===== config.mk =====
export PLATFORM = sky130hd
export DESIGN_NAME = sr_cmd_driver
export DESIGN_NICKNAME = d
export VERILOG_FILES = /design/src/rtl/sr_cmd_driver.sv
export SDC_FILE = /design/constraint.sdc
export NUM_CORES = 1
export LEC_CHECK = 0
export CORE_ASPECT_RATIO = 1.4
export CORE_UTILIZATION = 63
export CTS_CLUSTER_SIZE = 8
export DETAILED_ROUTE_END_ITERATION = 8
export GPL_ROUTABILITY_DRIVEN = 0
export PLACE_DENSITY = 0.82
export SLEW_MARGIN = 25
export SYNTH_ARGS = -nofsm -noshare
export SYNTH_HDL_FRONTEND = slang
export SYNTH_SLANG_ARGS = --single-unit

===== constraint.sdc =====
create_clock -name clk -period 3.8 [get_ports clk]
set_input_delay 0.76 -clock clk [delete_from_list [all_inputs] [get_ports clk]]
set_output_delay 0.76 -clock clk [all_outputs]
set_load 0.03 [all_outputs]

===== src/rtl/sr_cmd_driver.sv =====
// ---------------------------------------------------------------------------
// sr_cmd_driver
//
// Command-side driver for the board SR latch. Two raw pushbuttons (set,
// reset) are synchronized, optionally debounced and edge-detected. Each press
// becomes an {s,r} command that is held for exactly one slow-tick period, so
// the latch only ever samples a settled pattern. The slow tick is derived
// from clk.
//
// Command encoding (latch convention):
//   SET   : s=0 r=1
//   RESET : s=1 r=0
//   HOLD  : s=1 r=1   ({s,r}=00 is never driven)
//
// Build option:
//   SR_CMD_DEBOUNCE_EN  defined   -> per-button debounce counters present
//                       undefined -> synchronized level used directly,
//                                    DEBOUNCE_CYCLES ignored
//
// Parameters:
//   DEBOUNCE_CYCLES  consecutive stable cycles before a debounced level
//                    changes (>= 2)
//   TICK_DIV         slow-tick period in clk cycles (>= 2)
//
// Ports:
//   clk          system clock (only clock)
//   rst_n        synchronous active-low reset
//   btn_set_raw  raw set button, asynchronous, active-high
//   btn_rst_raw  raw reset button, asynchronous, active-high
//   s, r         registered latch command outputs
//   tick         one-clk pulse per slow-tick period
//   busy         high whenever the FSM is not IDLE
//
// state  | meaning
// -------+--------------------------------------------------------------
// IDLE   | outputs at HOLD, waiting for a pending command
// ARMED  | command pending, waiting for the next tick to start driving it
// DRIVE  | {s,r} held for one tick period; chains a pending command or
//        | returns to HOLD on the next tick
// ---------------------------------------------------------------------------
module sr_cmd_driver #(
    parameter int DEBOUNCE_CYCLES = 1000000,
    parameter int TICK_DIV        = 30000000
) (
    input  logic clk,
    input  logic rst_n,
    input  logic btn_set_raw,
    input  logic btn_rst_raw,
    output logic s,
    output logic r,
    output logic tick,
    output logic busy
);

    if (DEBOUNCE_CYCLES < 2) begin : g_bad_debounce
        $error("sr_cmd_driver: DEBOUNCE_CYCLES must be at least 2");
    end
    if (TICK_DIV < 2) begin : g_bad_tick
        $error("sr_cmd_driver: TICK_DIV must be at least 2");
    end

    typedef enum logic [1:0] {
        ST_IDLE  = 2'd0,
        ST_ARMED = 2'd1,
        ST_DRIVE = 2'd2
    } state_t;

    localparam int              TW        = $clog2(TICK_DIV);
    localparam logic [TW-1:0]   TICK_LAST = TW'(TICK_DIV - 1);

    // Bit 0 carries the set button, bit 1 the reset button throughout.
    logic [1:0] sync1_q, sync1_d;
    logic [1:0] sync2_q, sync2_d;
    logic [1:0] deb_lvl;
    logic [1:0] deb_prev_q, deb_prev_d;
    logic [1:0] press;

    logic [TW-1:0] tick_cnt_q, tick_cnt_d;
    logic          tick_q, tick_d;

    logic   pend_valid_q, pend_valid_d;
    logic   pend_rst_q, pend_rst_d;
    logic   load;

    state_t state_q, state_d;
    logic   s_q, s_d;
    logic   r_q, r_d;
    logic   busy_q, busy_d;

    // -----------------------------------------------------------------------
    // Two-flop synchronizer
    // -----------------------------------------------------------------------
    always_comb begin
        sync1_d = {btn_rst_raw, btn_set_raw};
        sync2_d = sync1_q;
    end

    // -----------------------------------------------------------------------
    // Debounce (optional)
    // -----------------------------------------------------------------------
`ifdef SR_CMD_DEBOUNCE_EN
    localparam int            DW       = $clog2(DEBOUNCE_CYCLES);
    localparam logic [DW-1:0] DEB_LAST = DW'(DEBOUNCE_CYCLES - 1);

    logic [1:0]         deb_q, deb_d;
    logic [1:0][DW-1:0] deb_cnt_q, deb_cnt_d;

    // The counter value DEB_LAST marks the DEBOUNCE_CYCLES-th differing
    // cycle, so the level flips on that edge and the counter restarts.
    always_comb begin
        deb_d     = deb_q;
        deb_cnt_d = deb_cnt_q;
        for (int i = 0; i < 2; i++) begin
            if (sync2_q[i] == deb_q[i]) begin
                deb_cnt_d[i] = '0;
            end else if (deb_cnt_q[i] == DEB_LAST) begin
                deb_d[i]     = sync2_q[i];
                deb_cnt_d[i] = '0;
            end else begin
                deb_cnt_d[i] = deb_cnt_q[i] + DW'(1);
            end
        end
    end

    always_ff @(posedge clk) begin
        if (!rst_n) begin
            deb_q     <= '0;
            deb_cnt_q <= '0;
        end else begin
            deb_q     <= deb_d;
            deb_cnt_q <= deb_cnt_d;
        end
    end

    assign deb_lvl = deb_q;
`else
    assign deb_lvl = sync2_q;
`endif

    // -----------------------------------------------------------------------
    // Rising-edge detect on the debounced levels; releases produce nothing.
    // -----------------------------------------------------------------------
    always_comb begin
        deb_prev_d = deb_lvl;
        press      = deb_lvl & ~deb_prev_q;
    end

    // -----------------------------------------------------------------------
    // Slow tick: count 0..TICK_DIV-1; tick is registered so it is high while
    // the count register holds TICK_DIV-1.
    // -----------------------------------------------------------------------
    always_comb begin
        if (tick_cnt_q == TICK_LAST) begin
            tick_cnt_d = '0;
        end else begin
            tick_cnt_d = tick_cnt_q + TW'(1);
        end
        tick_d = (tick_cnt_d == TICK_LAST);
    end

    // -----------------------------------------------------------------------
    // Pending command. A press in the same cycle as a load overrides the
    // clear, so it becomes the next command instead of being dropped.
    // -----------------------------------------------------------------------
    always_comb begin
        pend_valid_d = pend_valid_q;
        pend_rst_d   = pend_rst_q;
        if (load) begin
            pend_valid_d = 1'b0;
        end
        if (press[1]) begin
            pend_valid_d = 1'b1;
            pend_rst_d   = 1'b1;
        end else if (press[0]) begin
            pend_valid_d = 1'b1;
            pend_rst_d   = 1'b0;
        end
    end

    // -----------------------------------------------------------------------
    // FSM next-state and output logic
    // -----------------------------------------------------------------------
    always_comb begin
        state_d = state_q;
        s_d     = s_q;
        r_d     = r_q;
        load    = 1'b0;

        unique case (state_q)
            ST_IDLE: begin
                s_d = 1'b1;
                r_d = 1'b1;
                if (pend_valid_q) begin
                    state_d = ST_ARMED;
                end
            end
            ST_ARMED: begin
                if (tick_q) begin
                    load    = 1'b1;
                    s_d     = pend_rst_q;
                    r_d     = ~pend_rst_q;
                    state_d = ST_DRIVE;
                end
            end
            ST_DRIVE: begin
                if (tick_q) begin
                    if (pend_valid_q) begin
                        load = 1'b1;
                        s_d  = pend_rst_q;
                        r_d  = ~pend_rst_q;
                    end else begin
                        s_d     = 1'b1;
                        r_d     = 1'b1;
                        state_d = ST_IDLE;
                    end
                end
            end
            default: begin
                s_d     = 1'b1;
                r_d     = 1'b1;
                state_d = ST_IDLE;
            end
        endcase

        busy_d = (state_d != ST_IDLE);
    end

    // -----------------------------------------------------------------------
    // State registers
    // -----------------------------------------------------------------------
    always_ff @(posedge clk) begin
        if (!rst_n) begin
            sync1_q      <= '0;
            sync2_q      <= '0;
            deb_prev_q   <= '0;
            tick_cnt_q   <= '0;
            tick_q       <= 1'b0;
            pend_valid_q <= 1'b0;
            pend_rst_q   <= 1'b0;
            state_q      <= ST_IDLE;
            s_q          <= 1'b1;
            r_q          <= 1'b1;
            busy_q       <= 1'b0;
        end else begin
            sync1_q      <= sync1_d;
            sync2_q      <= sync2_d;
            deb_prev_q   <= deb_prev_d;
            tick_cnt_q   <= tick_cnt_d;
            tick_q       <= tick_d;
            pend_valid_q <= pend_valid_d;
            pend_rst_q   <= pend_rst_d;
            state_q      <= state_d;
            s_q          <= s_d;
            r_q          <= r_d;
            busy_q       <= busy_d;
        end
    end

    assign s    = s_q;
    assign r    = r_q;
    assign tick = tick_q;
    assign busy = busy_q;

endmodule


## Word level (Yosys, flattened, before mapping)

Cells that the tools add are included.

| word-level totals | value |
|---|---|
| flip-flop bits (word level) | 39 |
| word-level logic and storage cells | 49 |
| input bits | 4 |
| output and inout port bits | 4 |

| cells by class | value |
|---|---|
| equal/unequal tests | 6 |
| reduce and logical (&&, ||, !) cells | 5 |
| bitwise logic cells | 3 |
| add/sub/neg operators | 1 |
| multiplexer cells | 23 |

Operators with widths:

| kind | count |
|---|---|
| $eq 25x25->1 const B | 2 |
| $add 25x1->25 const B | 1 |
| $mux 25 | 1 |
| $mux 1 | 14 |
| $mux 2 | 4 |
| $pmux 1 s2 | 3 |
| $pmux 2 s3 | 1 |
| $ne 2x2->1 const B | 2 |
| $reduce_bool 2->1 | 2 |
| $reduce_bool 3->1 | 1 |
| $and 2x2->2 | 1 |
| $eq 2x1->1 const B | 1 |
| $eq 2x2->1 const B | 1 |
| $logic_not 2->1 | 1 |
| $not 2->2 | 1 |
| $reduce_and 2->1 | 1 |
| $not 1->1 | 1 |

## Longest topological paths before layout

Gate-level depths: netlist of the first run.

| depth | value |
|---|---|
| depth after elaboration | 6 |
| gate-level depth with buffers | 7 |
| mapped depth without buffers | 7 |

## Worst setup path before layout of the first run

OpenSTA, ideal clock, no wires.

| timing | value |
|---|---|
| path kind | register to register |
| from | register tick_cnt_q[0] |
| to | register tick_q, in the netlist tick |
| clock period less this slack | 2.209 ns |
| cell stages (with the launch flop) | 8 |
| slack | 1.591 ns |
| path buffers | 0 |
| arrival | 2.078 ns |
| data required time | 3.670 ns |
| library setup time | 0.130 ns |
| path through | dfxtp_1 ha_1 nand2_1 nor4_1 and3_1 mux2_2 o2111ai_1 a2111oi_2 |

| on the way | value |
|---|---|
| word-level cells in the longest chain between the ends | 3 |
| elaborated cells between the ends (all ways) | 4 |
| classes of those cells | add/sub (1); eq/ne (2); mux (1) |

RTL lines:

| element | RTL line | RTL |
|---|---|---|
| from (decl) | 78 | `logic [TW-1:0] tick_cnt_q, tick_cnt_d;` |
| from (signal assigned) | 248 | `tick_cnt_q <= tick_cnt_d;` |
| $add 25x1->25 / $eq 25x25->1 (equally long branches) | 156, 153 |  |
| $mux 25 * | 153 | `if (tick_cnt_q == TICK_LAST) begin` |
| $eq 25x25->1 * | 158 | `tick_d = (tick_cnt_d == TICK_LAST);` |
| to (signal assigned) | 249 | `tick_q <= tick_d;` |
| to (decl) | 79 | `logic tick_q, tick_d;` |

Every way passes the cells marked *; elsewhere a longest branch is shown, timed or not.
A chain may end at the register's enable or synchronous reset.

## Worst setup path in the final report of the first run

Same ends and word-level chain as after synthesis.

==> out/metrics.yaml, run 1 <==
status:
  status: "completed"
timing:
  tightest_slew_ns: 0.693
  post-route-min-period_ns: 2.49
  finalSetupViolCount: 0
  fin_crit_sh_pct: 65.6
  slew_violations: 0
  rsz0062_at_grt: "false"
  worst_clock_skew_ns: 0.00720
  tns_ns: 0
  max_slew_margin_pct: 53.4
  fmax_ghz: 0.401
  final-hold-violation-count: 0
pwr:
  leakagePower_nw: 0.698
  p_clk_share_pct: 30.5
  ir_worst_vdd_v: 0.000264
  p_per_area_mw_per_mm2: 341
  p_sw_share_pct: 22.5
  p_switching_mw: 0.151
  p_comb_share_pct: 6.4
  p_int_mw: 0.522
  p_seq_share_pct: 63.1
cells_and_area:
  antenna_cells: 0
  area_growth_pct: 9.29
  n_fill_cell: 214
  utilization_pct: 73.9
  drive_gt1_share_pct: 8.29
  fin_nets: 226
place:
  hpwl_um: 2650
  io_buffers: 7
floorplan:
  die_area_mm2: 0.00309
  fp-row-count: 22
  boundaryPins: 8
  core_area_mm2: 0.00267
  start_util_pct: 67.6
  fp.dieW_um: 47.2
  die_y_um: 65.3
global_route:
  grt_pass1_vias: 1417
  grt_max_degree: 18
  grt_pass1_wl_um: 5890
  grt-ovfl-total: 0
  grt_use_total_pct: 27.0
  antenna_found_initial: 0
worst_setup_path:
  worstSetupPathType: "reg -> reg"
  critical_path_required_ns: 4.03
  r2r-start: "tick_cnt_q[0]$_SDFF_PN0_"
  r2r_setup_slack_ns: 1.31
  arrival_ns: 2.72
  critPathMaxFanout: 5
  r2r-end: "tick$_SDFF_PN0_"
  endpoint_kind: "flop"
  startpoint_type: "flop"
  reg2reg_depth: 7
clock_tree:
  hold_buffers: 0
  cts.repair.resized: 0
  cts_setup_buffers: 0
  path_clk_slew_ns: 0.10
  cts_tree: "yes"
  clk_latency_ns: 0.34
  cts.path.max_buffers: 2
  cts_sinks: 39
  cts_inserted_buffers: 5
  cts_root_buffer: "clkbuf_4"
  htreeDepth: 2
worst_hold_path:
  hp-start: "sync1_q[1]$_SDFF_PN0_"
  min_path_cells: 1
  worstHoldEndpoint: "deb_lvl[1]$_SDFF_PN0_"
  hold_class: "reg -> reg"
synth:
  synthXorXnorAreaFrac_pct: 9.71
  netlist_area_mm2: 0.00180
  syn-num-nets: 214
  syn_avg_cell_area_um2: 8.80
  yosys.area_share.simple_pct: 30.7
  netlist_instances: 205
  synth-compound-area-share_pct: 9.36
  yosysSeqAreaShare_pct: 43.3
  ys_types: 41
  ys_ff_latch: 39
  synthAdderAreaFrac_pct: 3.47
  synth_warnings: 0
  synth.area.mux_share_pct: 1.25
  synth_top_family_by_area: "simple AND/OR/NAND/NOR gates"
drt:
  wl_um: 3500
  vias: 1443
  vias_per_cell: 5.70
  drtIter0Drc: 58
  avgRoutedWirePerCell_um: 13.8
  ant_nets: 0
  drc: 0
  first_pass_iters: 4
run:
  maxCapViolCount: 0
[metal layers]
layer	GRT usage [%]	part of all wire, %	vias to the layer above
li1	-	-	739
met1	27.8	41	672
met2	46.7	53	24
met3	7.97	3.2	8
met4	13.2	2.2	0
met5	0	0	-
[power by group through the flow]
stage / Combinational, mW / Clock (mW) / Sequential (mW)
floorplan: 0.0249 / 0 / 0.437
global placement: 0.0406 / 0 / 0.433
detailed placement: 0.0430 / 0 / 0.434
CTS: 0.0432 / 0.215 / 0.425
global route: 0.0470 / 0.235 / 0.426
finish: 0.0428 / 0.206 / 0.425
[logic make-up (layout without fill, tap and decap cells)]
| family | after synthesis | count (layout) |
|---|---|---|
| AOI/OAI and AO/OA | 24 | 24 |
| xor gates and xnor gates | 20 | 20 |
| adders and majority gates | 5 | 5 |
| buffers and inverters | 11 | 23 |
| DFF | 39 | 39 |
| muxes | 2 | 2 |
| and+or+nand+nor | 104 | 104 |
[cells in the mapped netlist]
cell	number	share of area [%]
or3_1	2	0.69
nor3_1	5	1.4
nor3b_1	3	1.2
a21boi_0	1	0.42
a31oi_1	1	0.35
clkbuf_1	3	0.62
or4_1	1	0.42
nand4_4	1	1.2
a2111oi_0	1	0.49
o41ai_2	1	0.90
a22oi_1	1	0.42
and3_1	5	1.7
clkinv_1	1	0.21
or2_2	2	0.69
nand2_1	17	3.5
a221oi_1	1	0.49
a2111oi_2	1	0.83
nand2b_1	3	1.0
o22ai_1	1	0.35
ha_1	5	3.5
nand3_1	10	2.8
dfxtp_1	39	43
and2_1	7	2.4
and4b_2	1	0.62
o21ai_0	7	1.9
or4_4	1	0.62
a21oi_1	6	1.7
inv_1	7	1.5
nand3b_1	1	0.42
o32ai_1	1	0.49
xnor2_1	13	6.3
o2111ai_1	1	0.49
nor2b_1	4	1.4
nor4_1	3	1.0
a211o_2	1	0.55
nor2_1	30	6.2
and4_1	1	0.49
mux2_2	2	1.2
nor4b_1	2	0.97
xor2_1	7	3.4
nand4_1	5	1.7
[cell type report]
| class | count | area (um^2) | area share, % |
|---|---|---|---|
| Multi-Input combinational cell | 155 | 982 | 49.8 |
| Sequential cell | 39 | 781 | 39.6 |
| Timing Repair Buffer | 8 | 77.6 | 3.93 |
| Clock buffer | 6 | 51.3 | 2.60 |
| Tap cell | 36 | 45.0 | 2.28 |
| Inverter | 8 | 30.0 | 1.52 |
| Clock inverter | 1 | 5.00 | 0.254 |
[worst max-delay path, stage by stage (launching register included)]
cell and delay (ns):
dfxtp_1 0.41, ha_1 0.25, nand2_1 0.12, nor4_1 0.65
and3_1 0.31, mux2_2 0.34, o2111ai_1 0.23, a2111oi_2 0.07
[metrics by stage]
step                      instances  hold WS [ns]  setup WS, ns  power (mW)  instance area, um^2
after global routing            253         0.467          1.08       0.709                 1970
final                           253         0.450          1.31       0.673                 1970
after floorplan                 205         0.412          1.59       0.462                 1800
after global placement          246         0.414          1.37       0.474                 1920
after detailed placement        246         0.427          1.27       0.477                 1920
after CTS                       253         0.452          1.31       0.683                 1970
[registers in the layout, summed over array words and instances (netlist names), 2 cells and up]
signal	cells
tick_cnt_q	25
deb_lvl	2
deb_prev_q	2
state_q	2
sync1_q	2
[layout by cell type, fill, tap and decap left out, types with 6 or more instances in the layout]
cell             synthesis  layout
and2_1                   7       7
xor2_1                   7       7
clkdlybuf4s50_1          0       7
xnor2_1                 13      13
nand3_1                 10      10
o21ai_0                  7       7
dfxtp_1                 39      39
inv_1                    7       7
nand2_1                 17      17
a21oi_1                  6       6
nor2_1                  30      30
[worst max path at each step]
| stage | start | end | slack (ns) | cells past startpoint |
|---|---|---|---|---|
| after detailed placement | rst_n | busy$_SDFF_PN0_ | 1.27 | 4 |
| final | tick_cnt_q[0]$_SDFF_PN0_ | tick$_SDFF_PN0_ | 1.31 | 7 |
| after global placement | rst_n | busy$_SDFF_PN0_ | 1.37 | 4 |
| after CTS | tick_cnt_q[0]$_SDFF_PN0_ | tick$_SDFF_PN0_ | 1.31 | 7 |
| after global routing | tick_cnt_q[0]$_SDFF_PN0_ | tick$_SDFF_PN0_ | 1.08 | 7 |
| after floorplan | tick_cnt_q[0]$_SDFF_PN0_ | tick$_SDFF_PN0_ | 1.59 | 7 |
No activity file was read; power rests on OpenSTA's default activity.
==> run 2: changes to the inputs <==
- CORE_UTILIZATION: 63 -> 59
- PLACE_DENSITY: 0.82 -> 0.78
- clock period: 3.8 -> 2.38 ns (I/O delays scaled with it)
==> run 2 against run 1 <==
  * Worst setup slack worse by 1.2 ns
  * Combinational power increased by 76%
  * Sequential power grew 59%
  * Cell area up 6.6%
  * Clock skew shrank 0.0014 ns
  * Wire length up 7.6%
  * Critical path depth shrank 1
  * Die area grew 6.5%
  * Global-route usage decreased by 1.6 points
  * Via count up 2.9%
  * Clock power increased by 110%
  * Core utilization fell by 0.81 points
  * Critical path type unchanged
  * Largest cell class unchanged
  * Largest power group unchanged
==> out/metrics.yaml, run 2 (same netlist as run 1, synthesis figures left out) <==
timing:
  rsz0062_at_grt: "false"
  final-hold-violation-count: 0  # unchanged
  worst_clock_skew_ns: 0.00579  # -0.00141 ns
  fin_crit_sh_pct: 94.2  # +29 points
  slew_violations: 0  # unchanged
  max_slew_margin_pct: 67.0  # +14 points
  finalSetupViolCount: 0  # unchanged
  fmax_ghz: 0.446  # +11%
  tns_ns: 0  # unchanged
  post-route-min-period_ns: 2.24  # -0.253 ns
  tightest_slew_ns: 0.483  # -0.210 ns
clock_tree:
  hold_buffers: 0  # unchanged
  cts_inserted_buffers: 5  # unchanged
  clk_latency_ns: 0.29  # -0.05 ns
  cts_setup_buffers: 0  # unchanged
  cts.repair.resized: 0  # unchanged
  cts.path.max_buffers: 2  # unchanged
  path_clk_slew_ns: 0.07  # -0.03 ns
  htreeDepth: 2  # unchanged
  cts_sinks: 39  # unchanged
  cts_tree: "yes"
  cts_root_buffer: "clkbuf_8"
place:
  io_buffers: 7  # unchanged
  hpwl_um: 2800  # +5.7%
  dpl_cell_area_mm2: 0.00198  # +3.2%
  dp.cells: 255  # +3.7%
worst_setup_path:
  endpoint_kind: "flop"
  critical_path_required_ns: 2.57  # -1.46 ns
  worstSetupPathType: "reg -> reg"
  critPathMaxFanout: 6  # +1
  arrival_ns: 2.43  # -0.29 ns
  startpoint_type: "flop"
drt:
  vias_per_cell: 5.65  # -1.0%
  drc: 0  # unchanged
  avgRoutedWirePerCell_um: 14.3  # +3.5%
  vias: 1485  # +2.9%
  wl_um: 3760  # +7.6%
  drtIter0Drc: 42  # -28%
  first_pass_iters: 4  # unchanged
  ant_nets: 0  # unchanged
cells_and_area:
  antenna_cells: 0  # unchanged
  fin_cells: 263  # +4.0%
  finalInstanceArea_mm2: 0.00210  # +6.6%
  largest_register: "tick_cnt_q"
  area_growth_pct: 16.5
  drive_gt1_share_pct: 15.0  # +6.7 points
  layout_common_cells: "35 x dfxtp_1, 30 x nor2_1, 17 x nand2_1"
  largest_reg_flops: 25  # unchanged
  fin_nets: 234  # +3.5%
  final_common_cell: "dfxtp_1"
pwr:
  ir_worst_vdd_v: 0.000483  # +83%
  p_per_area_mw_per_mm2: 562  # +65%
  leakagePower_nw: 0.755  # +8.3%
global_route:
  grt_max_degree: 18  # unchanged
  grt-ovfl-total: 0  # unchanged
  antenna_found_initial: 0  # unchanged
  grt_pass1_vias: 1526  # +7.7%
  grt_use_total_pct: 25.4  # -1.6 points
  grt_pass1_wl_um: 6280  # +6.7%
floorplan:
  fp.dieW_um: 48.7  # +3.2%
  core_area_mm2: 0.00288  # +7.8%
  start_util_pct: 62.7  # -4.9 points
  fp-row-count: 23  # +4.5%
  die_y_um: 67.4  # +3.2%
  boundaryPins: 8  # unchanged
  die_area_mm2: 0.00329  # +6.5%
status:
  status: "completed"
worst_hold_path:
  hold_class: "reg -> reg"
run:
  maxCapViolCount: 0  # unchanged
run 2: changes by cell type in the layout (fill, tap and decap cells not counted), sizes merged:
cell	previous run	this run
clkinvlp	0	2
buf	1	9
clkbuf	6	5
run 2: through the flow:
stage	hold slack (ns)	total power [mW]	setup WS [ns]	util, %
after floorplan	0.412	0.737	0.171	-
after global placement	0.414	0.762	0.208	68.7
after detailed placement	0.428	0.767	0.0496	68.7
after CTS	0.449	1.20	0.0268	71.8
after global routing	0.471	1.23	0.0219	73.0
final	0.446	1.18	0.138	73.0
run 2: metal layers:
metal | GRT usage, % | routed length, um | up-vias
met1 | 23.8 | 1490 | 698
met2 | 47.6 | 2030 | 26
li1 | - | - | 749
met5 | 0 | 0 | -
met4 | 18.8 | 136 | 0
met3 | 6.76 | 99 | 12
run 2: layout make-up:
cell class | instances | area [um^2]
Multi-Input combinational cell | 155 | 1010
Sequential cell | 39 | 786
Fill cell | 234 | 776
Timing Repair Buffer | 16 | 138
Clock buffer | 5 | 68.8
Tap cell | 37 | 46.3
Inverter | 8 | 30.0
Clock inverter | 3 | 20.0
run 2: path summary, 6_finish.rpt:
path	startpoint	endpoint	slack (ns)	depth (start not counted)
setup / recovery	tick_cnt_q[3]$_SDFF_PN0_	tick$_SDFF_PN0_	0.14	6
hold / removal	sync1_q[0]$_SDFF_PN0_	deb_lvl[0]$_SDFF_PN0_	0.45	1
setup reg to reg	tick_cnt_q[3]$_SDFF_PN0_	tick$_SDFF_PN0_	0.14	6
hold reg to reg	sync1_q[0]$_SDFF_PN0_	deb_lvl[0]$_SDFF_PN0_	0.45	1
run 2: where the power goes:
part | switching [mW] | internal [mW]
Clock | 0.226 | 0.203
Combinational | 0.0428 | 0.0325
Sequential | 0.00991 | 0.668
Total | 0.278 | 0.903
run 2: worst max-delay path, stage by stage (launching register included):
cell and delay, ns:
dfxtp_1 0.43, nand4_4 0.12, or4_4 0.58, or3_1 0.36, a21oi_1 0.18, nand4_1 0.16
a2111oi_4 0.31
